### src/rtl/pe_arr_seq.sv
// Sequencer for the 2-D systolic PE array: reads K operand vectors, skews them, fires, waits for drain.
// Latency: rd_en from cycle 1 after start; lane d presents k=0 on cycle 3+d; done 1 cycle after last_valid.
// Backpressure: none; start is ignored while busy, abort returns to IDLE on the next cycle.
//
// Ports:
//   clk, rstn                : clock, asynchronous active-low reset
//   start, k_len, abort      : tile command (k_len latched on accepted start), synchronous abort
//   busy, done, err          : status; done/err is a one-cycle pulse, err = timeout or k_len==0
//   rd_en, rd_addr           : operand buffer read port (1-cycle read latency)
//   w_rdata, a_rdata         : weight / activation vectors returned by the buffers
//   arr_in_w, arr_in_a       : diagonally skewed operands to the array edges
//   arr_fire, last_valid     : fire token to PE(0,0), result-valid from PE(ROWS-1,COLS-1)
module pe_arr_seq #(
  parameter int ROWS        = 8,
  parameter int COLS        = 8,
  parameter int INWIDTH     = 8,
  parameter int KMAX        = 256,
  parameter int DRAIN_SLACK = 16
) (
  input  logic                         clk,
  input  logic                         rstn,
  input  logic                         start,
  input  logic [$clog2(KMAX+1)-1:0]    k_len,
  input  logic                         abort,
  output logic                         busy,
  output logic                         done,
  output logic                         err,
  output logic                         rd_en,
  output logic [$clog2(KMAX)-1:0]      rd_addr,
  input  logic [COLS*INWIDTH-1:0]      w_rdata,
  input  logic [ROWS*INWIDTH-1:0]      a_rdata,
  output logic [COLS*INWIDTH-1:0]      arr_in_w,
  output logic [ROWS*INWIDTH-1:0]      arr_in_a,
  output logic                         arr_fire,
  input  logic                         last_valid
);

  localparam int KW    = $clog2(KMAX+1);
  localparam int AW    = $clog2(KMAX);
  localparam int CW    = $clog2(KMAX+ROWS+COLS+DRAIN_SLACK+1);
  localparam int EXTRA = ROWS + COLS + DRAIN_SLACK;
  localparam int DEPTH = (ROWS > COLS) ? ROWS : COLS;

  typedef enum logic [1:0] {IDLE, READ, DRAIN, DONE} state_t;

  state_t            state;
  logic [KW-1:0]     kq;
  logic [CW-1:0]     cnt;
  logic [CW-1:0]     limit;
  logic              kill;

  // Abort only has an effect outside IDLE.
  assign kill  = abort && (state != IDLE);
  assign limit = CW'(kq) + CW'(EXTRA);

  always_ff @(posedge clk or negedge rstn) begin
    if (!rstn) begin
      state   <= IDLE;
      kq      <= '0;
      cnt     <= '0;
      busy    <= 1'b0;
      done    <= 1'b0;
      err     <= 1'b0;
      rd_en   <= 1'b0;
      rd_addr <= '0;
    end else begin
      done <= 1'b0;
      err  <= 1'b0;
      if (kill) begin
        state   <= IDLE;
        busy    <= 1'b0;
        rd_en   <= 1'b0;
        rd_addr <= '0;
        cnt     <= '0;
      end else begin
        case (state)
          IDLE: begin
            if (start) begin
              if (k_len == '0) begin
                state <= DONE;
                done  <= 1'b1;
                err   <= 1'b1;
              end else begin
                kq      <= k_len;
                cnt     <= '0;
                rd_addr <= '0;
                rd_en   <= 1'b1;
                busy    <= 1'b1;
                state   <= READ;
              end
            end
          end
          READ: begin
            if (rd_addr == AW'(kq - KW'(1))) begin
              rd_en   <= 1'b0;
              rd_addr <= '0;
              cnt     <= '0;
              state   <= DRAIN;
            end else begin
              rd_addr <= rd_addr + AW'(1);
            end
          end
          DRAIN: begin
            if (last_valid) begin
              state <= DONE;
              busy  <= 1'b0;
              done  <= 1'b1;
            end else if (cnt + CW'(1) == limit) begin
              // DRAIN has lasted kq+ROWS+COLS+DRAIN_SLACK cycles without a result.
              state <= DONE;
              busy  <= 1'b0;
              done  <= 1'b1;
              err   <= 1'b1;
            end else begin
              cnt <= cnt + CW'(1);
            end
          end
          default: state <= IDLE;  // DONE
        endcase
      end
    end
  end

  // Valid chain shared by all lanes: rvld marks rdata valid, vpipe[d] marks lane d output valid.
  logic             rvld;
  logic             fire_p;
  logic [DEPTH-1:0] vpipe;

  always_ff @(posedge clk or negedge rstn) begin
    if (!rstn) begin
      rvld     <= 1'b0;
      fire_p   <= 1'b0;
      arr_fire <= 1'b0;
      vpipe    <= '0;
    end else if (kill) begin
      rvld     <= 1'b0;
      fire_p   <= 1'b0;
      arr_fire <= 1'b0;
      vpipe    <= '0;
    end else begin
      rvld     <= rd_en;
      // Fire tracks the k=0 read so it lands with lane 0's first operand.
      fire_p   <= rd_en && (rd_addr == '0);
      arr_fire <= fire_p;
      vpipe[0] <= rvld;
      for (int i = 1; i < DEPTH; i++) vpipe[i] <= vpipe[i-1];
    end
  end

  // Lane j of the weights passes through j+1 stages; output zeroed when its valid bit is low.
  for (genvar j = 0; j < COLS; j++) begin : g_w
    logic [INWIDTH-1:0] sr [j+1];
    always_ff @(posedge clk or negedge rstn) begin
      if (!rstn) begin
        for (int s = 0; s <= j; s++) sr[s] <= '0;
      end else begin
        sr[0] <= w_rdata[j*INWIDTH +: INWIDTH];
        for (int s = 1; s <= j; s++) sr[s] <= sr[s-1];
      end
    end
    assign arr_in_w[j*INWIDTH +: INWIDTH] = vpipe[j] ? sr[j] : '0;
  end

  for (genvar i = 0; i < ROWS; i++) begin : g_a
    logic [INWIDTH-1:0] sr [i+1];
    always_ff @(posedge clk or negedge rstn) begin
      if (!rstn) begin
        for (int s = 0; s <= i; s++) sr[s] <= '0;
      end else begin
        sr[0] <= a_rdata[i*INWIDTH +: INWIDTH];
        for (int s = 1; s <= i; s++) sr[s] <= sr[s-1];
      end
    end
    assign arr_in_a[i*INWIDTH +: INWIDTH] = vpipe[i] ? sr[i] : '0;
  end

endmodule
### config.mk
export PLATFORM = sky130hd
export DESIGN_NAME = pe_arr_seq
export DESIGN_NICKNAME = d
export VERILOG_FILES = /design/src/rtl/pe_arr_seq.sv
export SDC_FILE = /design/constraint.sdc
export NUM_CORES = 1
export LEC_CHECK = 0
export ABC_AREA = 1
export BUFFER_PORTS_ARGS = -buffer_cell sky130_fd_sc_hd__buf_2
export CORE_MARGIN = 2
export CORE_UTILIZATION = 50
export DETAILED_ROUTE_END_ITERATION = 12
export GPL_TIMING_DRIVEN = 0
export PLACE_DENSITY = 0.71
export SYNTH_ARGS = -nofsm -noshare
export SYNTH_HDL_FRONTEND = slang
export SYNTH_SLANG_ARGS = --single-unit
### constraint.sdc
create_clock -name clk -period 1.8 [get_ports clk]
set_clock_uncertainty 0.1 [all_clocks]
set_input_delay 0.27 -clock clk [delete_from_list [all_inputs] [get_ports clk]]
set_output_delay 0.27 -clock clk [all_outputs]
set_load 0.1 [all_outputs]
* Yosys cells after proc, flatten, opt, wreduce, memory -nomap -nowiden *
Cells that the tools add are included.

storage, ports and cells
  bits of input ports = 142
  register bits after elaboration = 619

cells by class
  mux-type cells = 57
  bitwise operators = 2
  $add $sub $neg = 4
  equality and inequality tests = 10
  reductions and logical operators = 15

operators by type and width
  cell                                                                 count
  8-bit two-way mux                                                    21
  9-bit two-way mux                                                    6
  9-bit case mux with 3 select lines                                   1
  1-bit two-way mux                                                    17
  8-bit case mux with 2 select lines                                   1
  3-bit != test (second input constant)                                5
  2-bit two-way mux                                                    6
  4-bit AND reduction                                                  3
  9-bit by 1-bit adder with 9-bit output (second input constant)       1
  9-bit by 6-bit adder with 9-bit output (second input constant)       1
  9-bit == test                                                        1
  9-bit logical NOT                                                    1
  8-bit by 1-bit adder with 8-bit output (second input constant)       1
  8-bit == test                                                        1
  8-bit logical NOT                                                    1
  1-bit case mux with 2 select lines                                   4
  8-bit by 1-bit subtractor with 8-bit output (second input constant)  1
  2-bit case mux with 3 select lines                                   1
  3-bit AND reduction                                                  2
  6-bit AND reduction                                                  1
  3-bit nonzero test                                                   2
  4-bit != test (second input constant)                                1
  4-bit nonzero test                                                   1
  2-bit by 1-bit == test with 1-bit output (second input constant)     1
  5 further kinds                                                      7

* Logic depth before layout (Yosys ltp) *
  word-level depth = 6
  gate-level depth with buffers = 15
  depth with buffers taken out = 15

* Worst setup path before layout *
No wires, ideal clock.

  path type = flip-flop to flip-flop
  from = reg rd_addr[2]
  to = reg cnt[0]
  path buffers = 1
  setup slack = -385 ps
  stages on the path, launching flop included = 12
  arrival time = 2,018 ps
  required time = 1,634 ps
  cell sequence = dfrtp_1 inv_1 nand3_1 nand2_1 nor2_1 nand2_1 nor2_2 nand3_2 nand2_2 clkbuf_4 nand4_1 nand2_1

on the way
  word-level cells in the longest chain between the ends = 3

RTL lines
  element                               RTL line  text
  start, declared                       29        output logic [$clog2(KMAX)-1:0] rd_addr,
  start signal, assigned                100       rd_addr <= rd_addr + AW'(1);
  8-bit == test                         94        if (rd_addr == AW'(kq - KW'(1))) begin
  3-bit != test (no source line)        -
  6-bit AND reduction (no source line)  -
  end signal, assigned                  115       cnt <= cnt + CW'(1);
  end, declared                         48        logic [CW-1:0] cnt;

No other way between the ends.
A chain may end at the register's enable or synchronous reset.

* Final worst setup path *
  from = reg cnt[0]
  to = reg cnt[6]

on the way
  word-level cells in the longest chain between the ends = 5
  elaborated cells on any way between the ends = 8

RTL lines
  element                                                RTL line
  9-bit by 1-bit adder with 9-bit output *               108, 115
  branches (longest 4 deep; another with 9-bit == test)  -

Mark *: on every way between the ends. The select of a mux whose other input is x is not followed.

==> key figures <==
STA
  • PnR worst setup slack: -0.2868 ns
  • Final Max Tran Viols: 0
  • RSZ-0062 raised after global routing: yes
  • Fin Setup TNS: -25.14 ns
  • Crit path time final: around 2.1 ns
  • Tightest Pin Transition: 0.5974 ns
  • Max-slew headroom: 0.6018
  • Fin crit share: 1.159
  • Final setup viols: approximately 150
  • Final Hold Fails: 0
  • Highest clock rate: between 400 and 500 MHz

Synthesis
  • Synth warn: 0
  • Netlist Area Pre-Place: 18210 um2
  • Top cells by area, synth: dfrtp_1 85%, nand2_1 4.8%, inv_1 3.7%
  • Syn Nets: 1381
  • Synth unique cells: 32
  • Mean Syn Cell Area: around 15 um2
  • Post-synthesis register bit count: between 600 and 700
  • Synthesized netlist cell count: approximately 1200
  • Seq/Total Area, Yosys: 0.8506
  • Post-synth top area share: 0.8506
  • Post-synth top area cell: dfrtp_1

Drt
  • Iteration-0 DRC Markers: approximately 610
  • DR vias: about 11000
  • Routed WL per cell: 21.17 um
  • DRT Pass-1 Iters: 5
  • Post-Route WL: between 40000 and 50000 um
  • Post-DR vias/cell: between 4 and 5
  • DRC viols: 0
  • ANT nets after route: 0

CTS
  • TritonCTS clock tree: yes
  • CTS sink count: between 600 and 700
  • Later-pin clock latency in the skew report: 0.60 ns
  • CTS buffer count: 57
  • Clock tree buffer depth: 3
  • CTS clk-pin slew, worst paths: about 0.070 ns
  • # H-tree levels: 2
  • Root Driver: clkbuf_16

Final layout
  • FILL cells: about 1700
  • Share of cells above drive strength 1: 0.4545
  • Area growth syn-to-layout: 54.96%
  • Commonest non-fill, non-tap cells in the layout: 601 x dfrtp_1, 144 x buf_2, 141 x dlygate4sd3_1
  • Final Net Count: between 1500 and 2000
  • Cell Count, Final, Fillers Out: 2299
  • Leading cell type in the layout, fill and taps excluded: dfrtp_1

Setup path
  • Slowest cell on the critical path: dfrtp_1
  • Arr. time, crit path: about 2.5 ns
  • Top delay family on crit path: simple AND/OR/NAND/NOR gates
  • CP most frequent cell: nand2_1
  • Worst path buffer plus inverter count: 0
  • Crit-path max cell delay: roughly 0.4 ns
  • Worst path required time: 2.19 ns
  • Worst-path cell chain: ha_4, nand2_4, nor2_4, nand3_1, nand2_1, nand2_1, nand2_1, nand2_4, nand4_4, nand3_2, nand2_1, nand2_1
  • Crit Path Category: flop to flop
  • Worst-path fanout max: 6
  • Startpoint types: flop
  • Crit. End Element: flop

Pwr
  • Sw Ratio: 0.3447
  • Lkg Pwr: 13.39 nW
  • Pwr per Cell Area: roughly 1500 nW/um2
  • Switching pwr: between 10 and 15 mW
  • Seq pwr share: 0.380
  • VDD IR-drop max: 1120 uV
  • Internal power: 26.84 mW
  • Comb power frac: 0.316
  • Clock Power Share: 0.305

Floorplanning
  • Core Area: approximately 36000 um2
  • IO Pins: 283
  • Die width: 194.8 um
  • Die area: roughly 38000 um2
  • Row Count: 69
  • Chip Height: about 190 um
  • Initial Util: 0.5095

Flow run
  • Max cap viols: 0

Placement
  • Placed cell count: 1976
  • Dpl hpwl: 19830 um
  • IO Port Bufs: roughly 280
  • Routability-driven placement congestion ratio: between 0.8 and 0.9

GRT
  • Largest net degree at the start of global routing: 130
  • Initial antenna violation count: 5
  • First-pass GRT wire length: about 70000 um
  • Final global-route overflow total: 0
  • Vias in the first global route: approximately 12000
  • All-Layer GR Usage: 0.2432

Status
  • Status: finished with violations
  • Violated checks: setup timing

Hold path
  • Min-Delay Path Class: input pin to asynchronous set/reset pin
layer usage:
| layer | vias to the layer above | GRT usage | share of wire |
|---|---|---|---|
| met2 | 456 | 0.4407 | 0.55 |
| li1 | 4815 | - | - |
| met4 | 2 | 0.1134 | 0.049 |
| met3 | 145 | 0.05015 | 0.057 |
| met5 | - | 0 | 0.00027 |
| met1 | 5666 | 0.2770 | 0.35 |
cells by family after synthesis:
| group | synth area share |
|---|---|
| xor gates and xnor gates | 0.005291 |
| muxes | 0.0006183 |
| adders and majority gates | 0.007558 |
| and+or+nand+nor | 0.08527 |
| AOI/OAI and AO/OA | 0.008108 |
| buffers and inverters | 0.04253 |
| DFF | 0.8506 |
power groups by stage:
stage | Combinational, mW | Sequential [mW] | Clock, mW
finish | 12.9 | 15.5 | 12.5
global route | 13.5 | 15.6 | 13.3
CTS | 11.5 | 15.4 | 12.4
detailed placement | 7.83 | 15.5 | 0
global placement | 7.70 | 15.5 | 0
floorplan | 5.89 | 15.7 | 0
cells in the mapped netlist:
cell type  count
o21ai_1        2
xnor2_1        3
dfrtp_1      619
clkbuf_4       1
nand3_4        1
ha_1          11
a21boi_1       1
buf_1          1
nand4_4        1
nand3b_1       2
xor2_1         8
nor2_1        39
nor4_1         1
inv_1        178
a21oi_1       11
o21bai_1       1
nand3_1       33
nor2_2         7
nor2_4         3
nand3_2        4
mux2_2         1
clkbuf_1      17
o21ai_0       11
nor3b_1        1
nand2_2        7
nand2_1      232
inv_2          7
nor3_4         1
nand4_1       16
o22ai_1        2
buf_2          1
nor3_1         5
path summary, 6_finish.rpt:
kind,startpoint,endpoint,slack (ns),cells past startpoint
setup / recovery,cnt[0],cnt[6],-0.29,12
hold / removal,rstn,g_w[6].sr[52],0.05,2
setup reg to reg,cnt[0],cnt[6],-0.29,12
hold reg to reg,g_w[6].sr[17],g_w[6].sr[9],0.24,0
max in group asynchronous,rstn,vpipe[6],0.27,4
min in group clk,w_rdata[51],g_w[6].sr[51],0.22,2
worst register-to-register path, cell delays in order, from the launching register on:
cell     delay [ns]
dfrtp_1        0.41
ha_4           0.17
nand2_4        0.08
nor2_4         0.15
nand3_1        0.11
nand2_1        0.11
nand2_1        0.10
nand2_1        0.15
nand2_4        0.10
nand4_4        0.17
nand3_2        0.15
nand2_1        0.11
nand2_1        0.06
through the flow:
stage | cell area (um2) | power (mW) | utilization | setup slack, ns | hold slack [ns]
2_1_floorplan | 18570 | 21.62 | - | -0.09555 | -0.1256
3_3_place_gp | 20560 | 23.20 | 0.5752 | -13.41 | 0.2314
3_5_place_dp | 20710 | 23.36 | 0.5793 | -0.4558 | 0.06676
4_1_cts | 27390 | 39.38 | 0.7662 | -0.2302 | 0.01755
5_1_grt | 28220 | 42.41 | 0.7895 | -0.4107 | 0.09095
6_report | 28220 | 40.96 | 0.7895 | -0.2868 | 0.05459
area by class of cell:
type | instances | area [um2] | area share
Antenna cell | 3 | 7.507 | 0.0002660
Buffer | 12 | 196.4 | 0.006961
Clock buffer | 83 | 1687 | 0.05977
Clock inverter | 22 | 246.5 | 0.008735
Inverter | 185 | 1060 | 0.03756
Multi-Input combinational cell | 406 | 3153 | 0.1117
Sequential cell | 619 | 15520 | 0.5502
Tap cell | 461 | 576.8 | 0.02044
Timing Repair Buffer | 508 | 5767 | 0.2044
what timing repair did:
action                                 4_1_cts  5_1_grt
setup endpoints to repair                  178      459
pin swaps                                   20       23
resized for setup                          839      169
setup buffers                               43       27
hold buffers                               141        0
endpoints found under the hold margin      405        0
cloned                                      10        4
sequential cells by signal, summed over array words and instances, names as in the netlist, 2 cells and up:
| name | count |
|---|---|
| cnt | 9 |
| g_w.sr | 288 |
| state | 2 |
| g_a.sr | 288 |
| rd_addr | 8 |
| kq | 9 |
| vpipe | 8 |
No activity file was read; power rests on OpenSTA's default activity.
